===== config.mk =====
export PLATFORM = sky130hd
export DESIGN_NAME = multicycle_main_control
export DESIGN_NICKNAME = d
export VERILOG_FILES = /design/src/rtl/multicycle_main_control_pkg.sv /design/src/rtl/main_ctrl_decode.sv /design/src/rtl/multicycle_main_control.sv
export SDC_FILE = /design/constraint.sdc
export NUM_CORES = 1
export LEC_CHECK = 0
export CAP_MARGIN = 15
export CORE_UTILIZATION = 39
export DETAILED_ROUTE_END_ITERATION = 6
export PLACE_DENSITY = 0.78
export SLEW_MARGIN = 20
export SYNTH_ARGS = -nofsm -noshare
export SYNTH_HDL_FRONTEND = slang
export SYNTH_SLANG_ARGS = --single-unit

===== constraint.sdc =====
create_clock -name clk -period 2 [get_ports clk]
set_clock_uncertainty 0.1 [all_clocks]
set_input_delay 0.4 -clock clk [delete_from_list [all_inputs] [get_ports clk]]
set_output_delay 0.4 -clock clk [all_outputs]
set_load 0.01 [all_outputs]

===== src/rtl/multicycle_main_control_pkg.sv =====
// -----------------------------------------------------------------------------
// multicycle_main_control_pkg
// Shared constants for the multi-cycle main control FSM:
//   - opcode / funct constants decoded from the instruction register
//   - ALUOp codes handed to the ALU control decoder
//   - ALUSrcB and PCSource mux encodings
//   - 4-bit FSM state encodings
//   - ctrl_t: the bundle of datapath controls driven each cycle
// -----------------------------------------------------------------------------
package multicycle_main_control_pkg;

  // Opcodes (IR[31:26]) and the jump-register funct (IR[5:0])
  localparam logic [5:0] OP_RTYPE = 6'b000000;
  localparam logic [5:0] OP_LW    = 6'b100011;
  localparam logic [5:0] OP_SW    = 6'b101011;
  localparam logic [5:0] OP_BEQ   = 6'b000100;
  localparam logic [5:0] OP_ADDI  = 6'b001000;
  localparam logic [5:0] OP_SUBI  = 6'b001001;
  localparam logic [5:0] OP_J     = 6'b000010;
  localparam logic [5:0] FUNCT_JR = 6'b001000;

  // ALUOp codes consumed by the ALU control decoder
  localparam logic [2:0] ALUOP_ADD   = 3'b000;
  localparam logic [2:0] ALUOP_SUB   = 3'b001;
  localparam logic [2:0] ALUOP_ADDI  = 3'b010;
  localparam logic [2:0] ALUOP_SUBI  = 3'b011;
  localparam logic [2:0] ALUOP_RTYPE = 3'b100;

  // ALU operand B select
  localparam logic [1:0] SRCB_B      = 2'b00;
  localparam logic [1:0] SRCB_FOUR   = 2'b01;
  localparam logic [1:0] SRCB_IMM    = 2'b10;
  localparam logic [1:0] SRCB_IMM_SH = 2'b11;

  // Next-PC source select
  localparam logic [1:0] PCSRC_ALU    = 2'b00;
  localparam logic [1:0] PCSRC_ALUOUT = 2'b01;
  localparam logic [1:0] PCSRC_JUMP   = 2'b10;
  localparam logic [1:0] PCSRC_REG    = 2'b11;

  // FSM state encodings
  localparam logic [3:0] S_FETCH     = 4'd0;
  localparam logic [3:0] S_DECODE    = 4'd1;
  localparam logic [3:0] S_MEM_ADDR  = 4'd2;
  localparam logic [3:0] S_MEM_READ  = 4'd3;
  localparam logic [3:0] S_MEM_WB    = 4'd4;
  localparam logic [3:0] S_MEM_WRITE = 4'd5;
  localparam logic [3:0] S_RT_EXEC   = 4'd6;
  localparam logic [3:0] S_RT_WB     = 4'd7;
  localparam logic [3:0] S_IMM_EXEC  = 4'd8;
  localparam logic [3:0] S_IMM_WB    = 4'd9;
  localparam logic [3:0] S_BRANCH    = 4'd10;
  localparam logic [3:0] S_JUMP      = 4'd11;
  localparam logic [3:0] S_JR        = 4'd12;

  // Datapath control bundle; all-zero is the idle / reset value
  typedef struct packed {
    logic       pc_write;
    logic       pc_write_cond;
    logic       iord;
    logic       mem_read;
    logic       mem_write;
    logic       ir_write;
    logic       mem_to_reg;
    logic       reg_dst;
    logic       reg_write;
    logic       alu_src_a;
    logic [1:0] alu_src_b;
    logic [1:0] pc_source;
    logic [2:0] alu_op;
  } ctrl_t;

  localparam ctrl_t CTRL_IDLE = '0;

endpackage


===== src/rtl/main_ctrl_decode.sv =====
// -----------------------------------------------------------------------------
// main_ctrl_decode
// Combinational opcode/funct decode used in the DECODE state: selects the
// state that follows DECODE and flags opcodes the machine does not implement.
//   i_opcode     [5:0]  IR[31:26]
//   i_funct      [5:0]  IR[5:0]
//   o_next_state [3:0]  state to enter after DECODE
//   o_illegal           opcode not recognised (next state is FETCH)
// -----------------------------------------------------------------------------
module main_ctrl_decode
  import multicycle_main_control_pkg::*;
(
  input  logic [5:0] i_opcode,
  input  logic [5:0] i_funct,
  output logic [3:0] o_next_state,
  output logic       o_illegal
);

  always_comb begin
    o_next_state = S_FETCH;
    o_illegal    = 1'b0;
    case (i_opcode)
      OP_RTYPE: o_next_state = (i_funct == FUNCT_JR) ? S_JR : S_RT_EXEC;
      OP_LW,
      OP_SW:    o_next_state = S_MEM_ADDR;
      OP_BEQ:   o_next_state = S_BRANCH;
      OP_ADDI,
      OP_SUBI:  o_next_state = S_IMM_EXEC;
      OP_J:     o_next_state = S_JUMP;
      default: begin
        o_next_state = S_FETCH;
        o_illegal    = 1'b1;
      end
    endcase
  end

endmodule


===== src/rtl/multicycle_main_control.sv =====
// -----------------------------------------------------------------------------
// multicycle_main_control
// Moore main-control FSM for the multi-cycle datapath. Sequences
// fetch / decode / execute / memory / writeback and stalls on mem_ready in
// the memory-access states.
//   clk, rst          clock, asynchronous active-high reset
//   opcode, funct     instruction fields, sampled in DECODE
//   mem_ready         current memory access complete (FETCH, MEM_READ, MEM_WRITE)
//   PCWrite .. ALUOp  datapath enables and mux selects
//   illegal_op        registered one-cycle pulse after an unknown opcode
//   state             current FSM state (debug)
// -----------------------------------------------------------------------------
module multicycle_main_control
  import multicycle_main_control_pkg::*;
(
  input  logic       clk,
  input  logic       rst,
  input  logic [5:0] opcode,
  input  logic [5:0] funct,
  input  logic       mem_ready,
  output logic       PCWrite,
  output logic       PCWriteCond,
  output logic       IorD,
  output logic       MemRead,
  output logic       MemWrite,
  output logic       IRWrite,
  output logic       MemtoReg,
  output logic       RegDst,
  output logic       RegWrite,
  output logic       ALUSrcA,
  output logic [1:0] ALUSrcB,
  output logic [1:0] PCSource,
  output logic [2:0] ALUOp,
  output logic       illegal_op,
  output logic [3:0] state
);

  logic [3:0] r_state;
  logic       r_is_subi;   // IMM_EXEC op chosen at DECODE, immune to later IR changes
  logic       r_is_store;  // MEM_ADDR successor chosen at DECODE
  logic       r_illegal;

  logic [3:0] w_decode_next;
  logic       w_decode_illegal;
  logic [3:0] w_next_state;
  ctrl_t      w_ctrl;
  ctrl_t      w_ctrl_out;

  main_ctrl_decode u_decode (
    .i_opcode     (opcode),
    .i_funct      (funct),
    .o_next_state (w_decode_next),
    .o_illegal    (w_decode_illegal)
  );

  always_comb begin
    w_next_state = S_FETCH;
    case (r_state)
      S_FETCH:     w_next_state = mem_ready ? S_DECODE : S_FETCH;
      S_DECODE:    w_next_state = w_decode_next;
      S_MEM_ADDR:  w_next_state = r_is_store ? S_MEM_WRITE : S_MEM_READ;
      S_MEM_READ:  w_next_state = mem_ready ? S_MEM_WB : S_MEM_READ;
      S_MEM_WRITE: w_next_state = mem_ready ? S_FETCH : S_MEM_WRITE;
      S_RT_EXEC:   w_next_state = S_RT_WB;
      S_IMM_EXEC:  w_next_state = S_IMM_WB;
      default:     w_next_state = S_FETCH;
    endcase
  end

  always_ff @(posedge clk or posedge rst) begin
    if (rst) begin
      r_state    <= S_FETCH;
      r_is_subi  <= 1'b0;
      r_is_store <= 1'b0;
      r_illegal  <= 1'b0;
    end else begin
      r_state   <= w_next_state;
      r_illegal <= (r_state == S_DECODE) && w_decode_illegal;
      if (r_state == S_DECODE) begin
        r_is_subi  <= (opcode == OP_SUBI);
        r_is_store <= (opcode == OP_SW);
      end
    end
  end

  // Moore outputs; FETCH additionally qualifies IRWrite/PCWrite with
  // mem_ready so the IR and PC only load when the fetch data is valid.
  always_comb begin
    w_ctrl = CTRL_IDLE;
    case (r_state)
      S_FETCH: begin
        w_ctrl.mem_read  = 1'b1;
        w_ctrl.alu_src_b = SRCB_FOUR;
        w_ctrl.alu_op    = ALUOP_ADD;
        w_ctrl.pc_source = PCSRC_ALU;
        w_ctrl.ir_write  = mem_ready;
        w_ctrl.pc_write  = mem_ready;
      end
      S_DECODE:    w_ctrl.alu_src_b = SRCB_IMM_SH;
      S_MEM_ADDR: begin
        w_ctrl.alu_src_a = 1'b1;
        w_ctrl.alu_src_b = SRCB_IMM;
      end
      S_MEM_READ: begin
        w_ctrl.mem_read = 1'b1;
        w_ctrl.iord     = 1'b1;
      end
      S_MEM_WB: begin
        w_ctrl.reg_write  = 1'b1;
        w_ctrl.mem_to_reg = 1'b1;
      end
      S_MEM_WRITE: begin
        w_ctrl.mem_write = 1'b1;
        w_ctrl.iord      = 1'b1;
      end
      S_RT_EXEC: begin
        w_ctrl.alu_src_a = 1'b1;
        w_ctrl.alu_src_b = SRCB_B;
        w_ctrl.alu_op    = ALUOP_RTYPE;
      end
      S_RT_WB: begin
        w_ctrl.reg_write = 1'b1;
        w_ctrl.reg_dst   = 1'b1;
      end
      S_IMM_EXEC: begin
        w_ctrl.alu_src_a = 1'b1;
        w_ctrl.alu_src_b = SRCB_IMM;
        w_ctrl.alu_op    = r_is_subi ? ALUOP_SUBI : ALUOP_ADDI;
      end
      S_IMM_WB:    w_ctrl.reg_write = 1'b1;
      S_BRANCH: begin
        w_ctrl.alu_src_a     = 1'b1;
        w_ctrl.alu_src_b     = SRCB_B;
        w_ctrl.alu_op        = ALUOP_SUB;
        w_ctrl.pc_write_cond = 1'b1;
        w_ctrl.pc_source     = PCSRC_ALUOUT;
      end
      S_JUMP: begin
        w_ctrl.pc_write  = 1'b1;
        w_ctrl.pc_source = PCSRC_JUMP;
      end
      S_JR: begin
        w_ctrl.pc_write  = 1'b1;
        w_ctrl.pc_source = PCSRC_REG;
      end
      default:     w_ctrl = CTRL_IDLE;
    endcase
  end

  // The reset state is FETCH, whose controls are not idle; force everything
  // idle while rst is held so nothing strobes during reset.
  assign w_ctrl_out = rst ? CTRL_IDLE : w_ctrl;

  assign PCWrite     = w_ctrl_out.pc_write;
  assign PCWriteCond = w_ctrl_out.pc_write_cond;
  assign IorD        = w_ctrl_out.iord;
  assign MemRead     = w_ctrl_out.mem_read;
  assign MemWrite    = w_ctrl_out.mem_write;
  assign IRWrite     = w_ctrl_out.ir_write;
  assign MemtoReg    = w_ctrl_out.mem_to_reg;
  assign RegDst      = w_ctrl_out.reg_dst;
  assign RegWrite    = w_ctrl_out.reg_write;
  assign ALUSrcA     = w_ctrl_out.alu_src_a;
  assign ALUSrcB     = w_ctrl_out.alu_src_b;
  assign PCSource    = w_ctrl_out.pc_source;
  assign ALUOp       = w_ctrl_out.alu_op;
  assign illegal_op  = r_illegal;
  assign state       = r_state;

endmodule


; Yosys cells after proc, flatten, opt, wreduce, memory -nomap -nowiden
; Cells that the tools add are included.
[totals]
wordCells = 58
register_bits = 7
in_bits = 15
[op_classes]
n_reduce_logical = 12
eq_ne = 19
n_mux = 23
[op_table]
columns = operator, count
row1 = 4-bit case mux with 7 select lines, 1
row2 = 4-bit equality test (second input constant), 5
row3 = 4-bit case mux with 5 select lines, 1
row4 = 6-bit by 4-bit equality test with 1-bit output (second input constant), 3
row5 = 17-bit 2-to-1 mux, 1
row6 = 4-bit by 3-bit equality test with 1-bit output (second input constant), 4
row7 = 6-bit equality test (second input constant), 2
row8 = 1-bit 2-to-1 mux, 12
row9 = 2-bit case mux with 3 select lines, 2
row10 = 2-bit OR reduction, 6
row11 = 3-bit 2-to-1 mux, 3
row12 = 3-bit case mux with 3 select lines, 1
row13 = 4-bit by 2-bit equality test with 1-bit output (second input constant), 2
row14 = 7-bit OR reduction, 1
row15 = 6-bit by 2-bit equality test with 1-bit output (second input constant), 1
row16 = 6-bit by 3-bit equality test with 1-bit output (second input constant), 1
row17 = 6-bit logical NOT, 1
row18 = 4-bit by 1-bit equality test with 1-bit output (second input constant), 1
row19 = 4-bit logical NOT, 1
row20 = 4-bit 2-to-1 mux, 1
row21 = 4-bit OR reduction, 1
row22 = 3-bit OR reduction, 1
row23 = 1-bit case mux with 2 select lines, 1
row24 = 1-bit logical AND, 1

; Depth between registers and ports, before layout
[logic_depth]
ltp_word = 4
ltp_mapped = 6

; By module
; Synthesis repeated with hierarchy kept, for this count alone.
[hier_totals]
hier_cells = 108
hier_area_um2 = 849.6
[by_module_without_submodules]
columns = mod, area_per_inst_um2, instances, cells_each, seq_area_each_um2
row1 = multicycle_main_control, 699.4, 1, 88, 175.2
row2 = main_ctrl_decode, 150.1, 1, 20, 0.0

; Least setup slack after synthesis
; Ideal clock, no wire load.
[synth_timing]
kind = reg-to-output
start = reg r_state[3] (netlist: state[3])
end = out ALUSrcA
arrival_ns = 1.463
required_time_ns = 1.500
path_buffers = 1
slack_ns = 0.037
path_stages_with_launch = 4
cell_sequence = dfrtp_1 clkbuf_1 nor2_1 a2111oi_0
[synth_via]
elab_chain_len = 4
word_cells_on_any_way = 7
classes_between = eq/ne: 4 / mux: 2 / reduce/logical: 1
[synth_rtl]
columns = item, line
row1 = from (decl), multicycle_main_control.sv:38  ; logic [3:0] r_state;
row2 = from (signal assigned), multicycle_main_control.sv:77  ; r_state <= w_next_state;
row3 = 4-bit equality test (tied with other cells), multicycle_main_control.sv:90  ; case (r_state)
row4 = 4-bit OR reduction (no source line) (*), -
row5 = 1-bit 2-to-1 mux (*), multicycle_main_control.sv:90
row6 = 17-bit 2-to-1 mux (*), multicycle_main_control.sv:152  ; assign w_ctrl_out = rst ? CTRL_IDLE : w_ctrl;
row7 = to (decl), multicycle_main_control.sv:30  ; output logic ALUSrcA,
; Mark *: on every way between the ends. The rest lies on a longest branch, timed or not.

; Worst setup path in the final report
; Ends and elaborated chain as after synthesis.

==> flow_summary.toml <==
[critical_path]
startpoint_type = "register"
cp.arrival_ps = 1500
reg2reg_depth = 6
crit_required_ps = 1500
crit_type = "register to output port"
crit_path_max_fanout = 4
cp-end-kind = "output port"

[power_and_ir_drop]
p_leak_nw = 0.622
power_density_mw_per_mm2 = 881
vdd_drop_max_mv = 0.520

[layout]
drive_above_1_share = 0.401
insertedDiodeCount = 0
final_cell_mix = "buf_4 (22), clkdlybuf4s50_1 (18), nor2_1 (11), nand2_1 (9), clkbuf_2 (9)"
utilization = 0.778
fin_area_mm2 = 0.00136
final_common_cell = "buf_4"
layout.nets = 178
syn2layout_area_growth_pct = 83.6

[floorplan]
die_area_mm2 = 0.00207
initial_utilization = 0.424
fp.dieH_um = 45.5
die_w_um = 45.5
fp-row-count = 15
core_region_area_mm2 = 0.00175
io_pins = 37

[place]
dpl_cell_area_mm2 = 0.00125
gp_congestion = 0.822
portBuffers = 36
hpwl_um = 1750

[drt]
routed_via_density = 5.41
wl_um = 2430
post-route-drc-count = 0
vias = 1011
drt_iter0_markers = 33
wl_per_cell_um = 13.0
dr.pass1.iters = 4
drtAntennaViolNets = 0

[timing]
fin_tns_setup_ps = -6.83
min_period_ps = 2000
fin_ws_ps = -4.98
finalCritPeriodShare = 1.00
finalSetupViolations = 2
tightestPinTransition_ps = 412
rsz0062_at_grt = "yes"
max_freq_mhz = 499
slew_violations = 0
hold_ws_ps = 292
hold_viol = 0
slew_headroom = 0.721

[synthesis]
synth-simple-area-share = 0.408
synthArstFlopShare = 1.00
avgSynthCellArea_um2 = 7.25
ys_types = 38
ys.flop_type = "dfrtp_1"
synthesis.area_um2 = 739
synth_adder_area_share = 0
synth-compound-area-share = 0.215
yosysWarningCount = 0
syn_inst = 102
ys_seq_area_frac = 0.237
synth_xor_area_frac = 0.0237
synth_edf_count = 0
synthMuxAreaShare = 0.0152
synth-seq-cells = 7
synth_nets = 117
synth_top_family_by_area = "simple AND/OR/NAND/NOR gates"

[cts]
cts_tree = "done"
cts_made_buffers = 3
path_clk_slew_ps = 60
htreeDepth = 1
ctsHoldBuffers = 0
clock_sinks = 7
cts_root_buf = "clkbuf_4"
clkLatencyLatePin_ps = 250
clk_path_buf_depth = 2

[grt]
antenna_found_initial = 0
grt_max_degree = 12
overflow = 0
grt_pass1_wl_um = 3800
grt_pass1_vias = 860
globalRouteTotalUtil = 0.249

[hold_path]
hp-class = "input pin to asynchronous set/reset pin"

[run]
maxCapViolations = 0

[outcome]
status = "finished with violations"
violations = "negative setup slack"
## state kept, by name, summed over array words and instances, names as in the netlist
register	cells
r_is_subi	1
r_is_store	1
state	4
illegal_op	1
## area by class of cell
type                            count  area, um^2
Multi-Input combinational cell     80         548
Timing Repair Buffer               64         544
Fill cell                         137         388
Sequential cell                     7         180
Tap cell                           25        31.3
Inverter                            7        26.3
Clock buffer                        3        22.5
Clock inverter                      1        5.00
## path summary, 6_finish.rpt
path | to | slack [ps] | startpoint
setup / recovery | ALUSrcA | -5 | state[3]$_DFF_PP0_
hold / removal | state[0]$_DFF_PP0_ | 290 | rst
setup reg to reg | r_is_subi$_DFFE_PP0P_ | 130 | state[1]$_DFF_PP0_
hold reg to reg | r_is_subi$_DFFE_PP0P_ | 390 | r_is_subi$_DFFE_PP0P_
max in group asynchronous | state[1]$_DFF_PP0_ | 1370 | rst
min in group clk | r_is_subi$_DFFE_PP0P_ | 390 | r_is_subi$_DFFE_PP0P_
## timing repair
| item | CTS | global route |
|---|---|---|
| pin swaps | 1 | 1 |
| endpoints found under the setup margin | 17 | 16 |
| setup buffers | 5 | 2 |
| gates resized for setup | 41 | 36 |
## per-layer routing
metal	GRT usage	vias to the layer above	routed length, um	part of all wire
met1	0.350	467	1080	0.44
li1	-	496	-	-
met5	0	-	0	0
met2	0.414	44	1230	0.51
met4	0.0606	0	20	0.0082
met3	0.0119	4	99	0.041
## power by group
part / switching [mW] / internal, mW
combinational: 0.405 / 0.441
clock: 0.0540 / 0.0731
sequential: 0.0419 / 0.181
## metrics by stage
step,setup WS (ps),total power [mW],std cells
3_5_place_dp,-438,0.936,176
2_1_floorplan,37.1,0.603,102
6_report,-4.98,1.20,187
5_1_grt,-83.7,1.28,187
4_1_cts,-161,1.10,185
3_3_place_gp,-418,0.919,176
## kinds of logic (layout without fill, tap and decap cells)
logic type | after synthesis | count (layout)
compound gates | 24 | 24
xor+xnor | 2 | 2
buf+inv | 15 | 75
flops | 7 | 7
mux | 1 | 1
simple gates | 53 | 53
## cells in the mapped netlist, drive strengths merged (3+ instances only)
master | n | area share
a21oi | 3 | 0.020
inv | 7 | 0.036
nand2 | 9 | 0.046
o21ai | 8 | 0.054
or4b | 3 | 0.041
buf | 5 | 0.051
dfrtp | 7 | 0.24
nor3 | 3 | 0.020
or3 | 4 | 0.034
nor2b | 3 | 0.025
clkbuf | 3 | 0.015
nor4 | 5 | 0.051
nor2 | 14 | 0.071
## worst max-delay path: stages (launching register included)
cell and delay, ps:
dfrtp_2 430, buf_12 140, buf_8 120, a2111oi_2 370
buf_2 190
Power figures use the tool's default switching activity.
